[config.mk]
export PLATFORM = sky130hd
export DESIGN_NAME = uart_tx_ctrl
export DESIGN_NICKNAME = d
export VERILOG_FILES = /design/src/rtl/uart_tx_ctrl.sv
export SDC_FILE = /design/constraint.sdc
export NUM_CORES = 1
export LEC_CHECK = 0
export BUFFER_PORTS_ARGS = -buffer_cell sky130_fd_sc_hd__buf_4
export CORE_AREA = 4 4 54 69
export CTS_CLUSTER_SIZE = 25
export DETAILED_ROUTE_END_ITERATION = 8
export DIE_AREA = 0 0 58 73
export PLACE_DENSITY = 0.58
export SLEW_MARGIN = 25
export SYNTH_ARGS = -nofsm -noshare
export SYNTH_HDL_FRONTEND = slang
export SYNTH_SLANG_ARGS = --single-unit
[constraint.sdc]
create_clock -name clk -period 1.8 [get_ports clk]
set_clock_uncertainty 0.05 [all_clocks]
set_input_delay 0 -clock clk [delete_from_list [all_inputs] [get_ports clk]]
set_output_delay 0 -clock clk [all_outputs]
set_load 0.05 [all_outputs]
[src/rtl/uart_tx_ctrl.sv]
// Control stage feeding the UART TX 10-bit shift register: byte handshake, load/shift pulses, bit timing.
// Optional one-entry holding buffer for back-to-back frames is enabled with `define UART_TX_BUFFER_EN.
module uart_tx_ctrl #(
   parameter int CLK_FREQ = 50_000_000,
   parameter int BAUD     = 115200
) (
   input  logic       clk,
   input  logic       rst_n,
   input  logic       tx_start,
   input  logic [7:0] tx_data,
   output logic       tx_ready,
   output logic       load,
   output logic [7:0] load_data,
   output logic       shift_en,
   output logic       busy,
   output logic       tx_done
);

   localparam int BAUD_DIV   = CLK_FREQ / BAUD;
   localparam int FRAME_BITS = 10;
   localparam int CNT_W      = (BAUD_DIV > 1) ? $clog2(BAUD_DIV) : 1;
   localparam logic [CNT_W-1:0] CNT_LAST = CNT_W'(BAUD_DIV - 1);
   localparam logic [CNT_W-1:0] CNT_PRE  = CNT_W'(BAUD_DIV - 2);
   localparam logic [3:0]       BIT_LAST = 4'(FRAME_BITS - 1);

   if (BAUD_DIV < 2) begin : g_bad_div
      $error("uart_tx_ctrl: CLK_FREQ/BAUD must be at least 2");
   end

   typedef enum logic [1:0] {IDLE, LOAD_TX, SEND_TX} state_t;

   state_t           state;
   logic [CNT_W-1:0] baud_cnt;
   logic [3:0]       bit_cnt;
   logic [7:0]       data_reg;
   logic             accept;

`ifdef UART_TX_BUFFER_EN
   logic [7:0] buf_data;
   logic       buf_valid;
   logic       frame_end;

   assign tx_ready  = !buf_valid;
   assign frame_end = (state == SEND_TX) && (baud_cnt == CNT_LAST) && (bit_cnt == BIT_LAST);
`else
   assign tx_ready = (state == IDLE);
`endif

   assign accept    = tx_start && tx_ready;
   assign busy      = (state != IDLE);
   assign load_data = data_reg;

   // Pulses are registered one cycle ahead so they line up with the counter values they describe.
   always_ff @(posedge clk) begin
      if (!rst_n) begin
         state    <= IDLE;
         baud_cnt <= '0;
         bit_cnt  <= '0;
         data_reg <= 8'h00;
         load     <= 1'b0;
         shift_en <= 1'b0;
         tx_done  <= 1'b0;
`ifdef UART_TX_BUFFER_EN
         buf_valid <= 1'b0;
`endif
      end else begin
         load     <= 1'b0;
         shift_en <= 1'b0;
         tx_done  <= 1'b0;
         case (state)
            IDLE: begin
               if (accept) begin
                  data_reg <= tx_data;
                  load     <= 1'b1;
                  state    <= LOAD_TX;
               end
            end
            LOAD_TX: begin
               baud_cnt <= '0;
               bit_cnt  <= '0;
               state    <= SEND_TX;
            end
            SEND_TX: begin
               shift_en <= (baud_cnt == CNT_PRE);
               tx_done  <= (baud_cnt == CNT_PRE) && (bit_cnt == BIT_LAST);
               if (baud_cnt == CNT_LAST) begin
                  baud_cnt <= '0;
                  if (bit_cnt == BIT_LAST) begin
                     bit_cnt <= '0;
                     state   <= IDLE;
`ifdef UART_TX_BUFFER_EN
                     // Chain straight into the next frame: buffered byte first, else a fresh offer.
                     if (buf_valid) begin
                        data_reg  <= buf_data;
                        buf_valid <= 1'b0;
                        load      <= 1'b1;
                        state     <= LOAD_TX;
                     end else if (tx_start) begin
                        data_reg <= tx_data;
                        load     <= 1'b1;
                        state    <= LOAD_TX;
                     end
`endif
                  end else begin
                     bit_cnt <= bit_cnt + 4'd1;
                  end
               end else begin
                  baud_cnt <= baud_cnt + 1'b1;
               end
            end
            default: state <= IDLE;
         endcase
`ifdef UART_TX_BUFFER_EN
         if (accept && (state != IDLE) && !frame_end) begin
            buf_data  <= tx_data;
            buf_valid <= 1'b1;
         end
`endif
      end
   end

endmodule

==> impl_metrics.json, run 1 <==
{
  "status": "finished, final reports clean",
  "place_area_mm2": 0.00142,
  "finalCritPeriodShare_pct": 90.3,
  "crit_chain": "inv_1 > ha_1 > nand4_1 > nor3_2 > xnor2_1 > nor2_1",
  "hpwl_um": 1870,
  "synth_area_leaders": "dfxtp_1 43%, ha_1 9.4%, nand2_1 7.2%",
  "syn_to_final_growth_pct": 33.5,
  "p_seq_share_pct": 34.8,
  "vias": 998,
  "cts_root_buffer": "clkbuf_8",
  "n_fill_cell": 290,
  "synth_nets": 154,
  "final_area_mm2": 0.00160,
  "fmax_ghz": 0.615,
  "tightest_slew_ns": 0.311,
  "crit_slowest_cell": "dfxtp_1",
  "synth_top_area_share_pct": 43.5,
  "gp_congestion": 0.757,
  "totalPowerFinal_mw": 1.91,
  "wire_per_inst_um": 12.2,
  "ys_seq_area_share_pct": 43.5,
  "rsz0062_at_grt": "no",
  "finalNonFillerCells": 207,
  "critPathLaunchType": "register",
  "path_clk_slew_ns": 0.09,
  "cts.sink_count": 26,
  "layout-drive-gt1-share_pct": 21.8,
  "drt_wl_total_um": 2530,
  "io_pins": 24,
  "first_pass_iters": 4,
  "netlist-cell-type-count": 27,
  "switching_share_pct": 37.6,
  "cp_max_fo": 6,
  "coreArea_mm2": 0.00311,
  "fin_setup_tns_ns": 0,
  "netlist_area_mm2": 0.00120,
  "worstSetupPathType": "register to register",
  "hp-class": "register to register",
  "clock_latency_ns": 0.27,
  "crit_path_max_incr_delay_ns": 0.37,
  "required_ns": 1.90,
  "h-tree-depth": 1,
  "post-cts-setup-buffers": 0,
  "viasPerCell": 4.82,
  "leakage_nw": 0.645,
  "internal_power_mw": 1.19,
  "p_sw_mw": 0.718,
  "grt_usage_pct": 12.7,
  "die_w_um": 58,
  "cts_tree": "yes",
  "drt_iter0_drc": 37,
  "cellPowerDensity_mw_per_mm2": 1190,
  "dp_cells": 193,
  "fin_nets": 191,
  "yosys_register_bits": 26,
  "fin_crit_ns": 1.63,
  "ir_drop_mv": 0.728,
  "portBuffers": 23,
  "drv_slew": 0,
  "pwr-share-clk_pct": 25.0,
  "dp_slack_ns": 0.175,
  "grt_overflow": 0,
  "synth_edf_count": 0,
  "endpoint_kind": "register",
  "relSlewSlack_pct": 79.2,
  "die_y_um": 73,
  "drc": 0,
  "start_util_pct": 38.5,
  "rows": 23,
  "setup_viol": 0,
  "die_area_mm2": 0.00423,
  "grt_pass1_wl_um": 4170,
  "synth_async_sr_flop_share_pct": 0,
  "comb_power_share_pct": 40.2,
  "hold_viol": 0,
  "grt_max_degree": 16,
  "maxCapViolations": 0,
  "synthFlopType": "dfxtp_1",
  "n_antenna_cell": 0,
  "clock_path_buffers": 2,
  "crit_arrival_ns": 1.73,
  "numCtsBuffers": 3,
  "avgSynthCellArea_um2": 8.94,
  "fin_ws_ns": 0.174,
  "ant_nets": 0,
  "antenna_found_initial": 0,
  "synthCells": 134,
  "grt_pass1_vias": 998,
  "yosys.area.top_type": "dfxtp_1",
  "synth_warnings": 0
}
[flip-flops by register name (all words and copies together) (netlist names)]
name,cells
load_data,8
state,2
load,1
tx_done,1
shift_en,1
baud_cnt,9
bit_cnt,4
[stage by stage]
step / util (%) / hold slack, ns
floorplan: - / 0.0958
global placement: 45.7 / 0.220
detailed placement: 45.7 / 0.226
CTS: 51.2 / 0.418
global route: 51.4 / 0.435
finish: 51.4 / 0.412
[what timing repair did]
action                                 in CTS  in global routing
hold buffers                               10                  0
endpoints found under the hold margin      10                  0
resized for setup                           0                  2
setup endpoints to repair                   0                  2
[path summary, 6_finish.rpt]
check	startpoint	depth (start not counted)	end	slack [ns]
max	state[1]	6	baud_cnt[7]	0.17
min	load_data[6]	2	load_data[6]	0.41
max reg2reg	state[1]	6	baud_cnt[7]	0.17
min reg2reg	load_data[6]	2	load_data[6]	0.41
[cells in the mapped netlist, types with 2 or more instances]
library cell / instances
nor2_1: 10
dfxtp_1: 26
inv_1: 9
xnor2_1: 4
nand3_1: 12
nor2b_1: 2
ha_1: 9
nand4_1: 3
a21oi_1: 10
clkbuf_1: 3
xor2_1: 4
o21ai_1: 3
nand2_1: 23
mux2i_1: 2
nor3_1: 2
[cells in the final DEF (no fill, tap or decap), types with 3 or more instances in the layout]
cell	instances
dfxtp_1	26
dlygate4sd3_1	10
buf_4	25
xor2_1	4
xnor2_1	4
nand4_1	3
ha_1	8
nor2_1	10
clkbuf_8	3
inv_1	9
nand3_1	12
a21oi_1	10
o21ai_1	3
nand2_1	23
[power by group through the flow]
stage / sequential, mW / clock [mW] / combinational [mW]
after floorplan: 0.799 / 0 / 0.424
after global placement: 0.674 / 0 / 0.745
after detailed placement: 0.678 / 0 / 0.754
after CTS: 0.664 / 0.492 / 0.776
after global routing: 0.670 / 0.512 / 0.835
final: 0.664 / 0.478 / 0.768
[critical path: cells and delay by family (launching register included)]
family	cells	cell delay [ns]
buffers and inverters	1	0.09
adders and majority gates	1	0.37
xor gates and xnor gates	1	0.14
and+or+nand+nor	3	0.50
DFF	1	0.37
[cells by family (layout without fill, tap and decap cells)]
kind of cell / count (synthesis) / count (layout) / share of synthesized area [%]
DFF: 26 / 26 / 43.5
muxes: 2 / 2 / 1.67
and+or+nand+nor: 58 / 58 / 24.0
buffers and inverters: 12 / 48 / 3.76
AOI/OAI and AO/OA: 19 / 19 / 11.8
xor gates and xnor gates: 8 / 8 / 5.85
adders and majority gates: 9 / 9 / 9.40
[per-layer routing]
metal | routed length [um] | vias to the layer above | track usage [%]
met5 | 0 | - | 0
met4 | 42 | 0 | 5.41
met3 | 138 | 5 | 2.30
met2 | 1310 | 25 | 24.9
met1 | 1040 | 449 | 12.7
li1 | - | 519 | -
[layout make-up]
cell class | count | area, um2 | share of cell area, %
multi-input cells | 96 | 639 | 40.0
flip-flops and latches | 26 | 520 | 32.6
repair buffers | 35 | 288 | 18.0
well taps | 37 | 46.3 | 2.90
clock buffers | 3 | 41.3 | 2.58
inverters | 9 | 33.8 | 2.11
clock inverters | 1 | 30.0 | 1.88
Power figures use the tool's default switching activity.
==> run 2, diff against run 1 <==
Settings changed: CORE_AREA 4 4 54 69 to 4 4 60 62, DIE_AREA 0 0 58 73 to 0 0 64 66, PLACE_DENSITY 0.58 to 0.59.
==> run 2 against run 1 <==
  * Global-route usage is 0.52 points higher
  * Sequential power up 0.6%
  * First-iteration DRC count down 16%
==> impl_metrics.json, run 2 (synthesized netlist as in run 1, its figures left out) <==
{
  "fin_setup_tns_ns": 0,
  "post-cts-setup-buffers": 0,
  "crit_path_max_incr_delay_ns": 0.56,
  "multi_input_area_um2": 647,
  "fin_hold_ws_ns": 0.0956,
  "drt_wl_total_um": 2540,
  "h-tree-depth": 1,
  "drt_iter0_drc": 31,
  "largest_reg_flops": 9,
  "drv_slew": 0,
  "fin_nets": 197,
  "ir_drop_mv": 0.601,
  "cp_max_fo": 10,
  "grt_max_degree": 15,
  "n_fill_cell": 287,
  "wire_per_inst_um": 11.6,
  "die_y_um": 66,
  "drc": 0,
  "regMostFlops": "baud_cnt",
  "dp_cells": 199,
  "grt_pass1_wl_um": 4330,
  "required_ns": 1.95,
  "n_antenna_cell": 0,
  "layout-drive-gt1-share_pct": 21.6,
  "comb_power_share_pct": 47.3,
  "grt_pass1_vias": 999,
  "seq_area_um2": 520,
  "cts.sink_count": 26,
  "first_pass_iters": 4,
  "leakage_nw": 0.642,
  "critPathLaunchType": "register",
  "worstSetupPathType": "register to register",
  "clock_path_buffers": 2,
  "hold_viol": 0,
  "viasPerCell": 4.68,
  "start_util_pct": 39.5,
  "p_seq_share_pct": 36.7,
  "internal_power_mw": 1.10,
  "cp_num_buf_inv": 3,
  "fin_crit_ns": 1.67,
  "ant_nets": 0,
  "p_sw_mw": 0.723,
  "crit_slowest_cell": "dlygate4sd3_1",
  "dp_slack_ns": 0.186,
  "grt_overflow": 0,
  "fmax_ghz": 0.600,
  "layout_commonest_cell": "dfxtp_1",
  "cpLargestDelayFamily": "buffers and inverters",
  "rr_startpoint": "state[0]",
  "pwr-share-clk_pct": 16.0,
  "relSlewSlack_pct": 71.0,
  "hp-class": "input port to register",
  "coreArea_mm2": 0.00303,
  "cellPowerDensity_mw_per_mm2": 1100,
  "syn_to_final_growth_pct": 37.5,
  "path_clk_slew_ns": 0.13,
  "die_area_mm2": 0.00422,
  "cts_root_buffer": "clkbuf_4",
  "cp-startpoint": "state[0]",
  "portBuffers": 23,
  "numCtsBuffers": 3,
  "hpwl_um": 1810,
  "finalNonFillerCells": 220,
  "crit_arrival_ns": 1.82,
  "maxCapViolations": 0,
  "fin_ws_ns": 0.133,
  "cts_tree": "yes",
  "vias": 1029,
  "layout_common_cells": "26 x dfxtp_1, 23 x nand2_1, 23 x buf_4, 17 x dlygate4sd3_1, 12 x nand3_1",
  "hold_path_startpoint": "tx_start",
  "switching_share_pct": 39.7,
  "clock_latency_ns": 0.32,
  "rows": 20,
  "rsz0062_at_grt": "no",
  "io_pins": 24,
  "setup_viol": 0,
  "endpoint_kind": "register",
  "antenna_found_initial": 0,
  "finalCritPeriodShare_pct": 92.6,
  "status": "finished, final reports clean",
  "crit_chain": "inv_2 > ha_4 > buf_6 > nand3_1 > dlygate4sd3_1 > a21oi_1",
  "die_w_um": 64,
  "gp_congestion": 0.810,
  "tightest_slew_ns": 0.434,
  "post-route-util_pct": 54.4,
  "grt_usage_pct": 13.2
}
-- run 2: path summary, 6_finish.rpt --
path                                endpoint  cells after the start  slack (ns)
worst max-delay path            load_data[5]                      6        0.13
worst min-delay path                state[0]                      4         0.1
worst max register to register  load_data[5]                      6        0.13
worst min register to register  load_data[0]                      2        0.42
-- run 2: area by class of cell --
class                   count  share of cell area (%)
well taps                  44                    3.34
flip-flops and latches     26                    31.6
inverters                   9                    2.05
repair buffers             41                    21.5
clock buffers               4                    2.20
multi-input cells          96                    39.3
-- run 2: per-layer routing --
metal	part of all wire, %	vias up	GRT usage (%)
li1	-	532	-
met1	43	483	14.6
met2	53	10	24.0
met3	3.2	4	4.08
met4	1.2	0	4.04
met5	0	-	0
-- run 2: through the flow --
| step | power (mW) | cell area [um2] |
|---|---|---|
| 3_5_place_dp | 1.42 | 1420 |
| 3_3_place_gp | 1.41 | 1420 |
| 2_1_floorplan | 1.22 | 1200 |
| 4_1_cts | 1.78 | 1630 |
| 6_report | 1.82 | 1650 |
| 5_1_grt | 1.94 | 1650 |
-- run 2: worst reg2reg max path, stage by stage, from the launching register on --
cell and delay [ns]:
dfxtp_1 0.40, inv_2 0.08, ha_4 0.18, buf_6 0.14, nand3_1 0.09, dlygate4sd3_1 0.56
a21oi_1 0.06
-- run 2: power by group through the flow --
stage	clock network, mW	registers (mW)	logic [mW]
after floorplan	0	0.799	0.424
after global placement	0	0.673	0.734
after detailed placement	0	0.678	0.744
after CTS	0.313	0.665	0.806
after global routing	0.339	0.675	0.929
final	0.291	0.668	0.860
-- run 2: repair_timing --
| item | 4_1_cts | 5_1_grt |
|---|---|---|
| setup endpoints to repair | 0 | 8 |
| hold endpoints to repair | 17 | 0 |
| gates resized for setup | 0 | 6 |
| hold buffers | 17 | 0 |
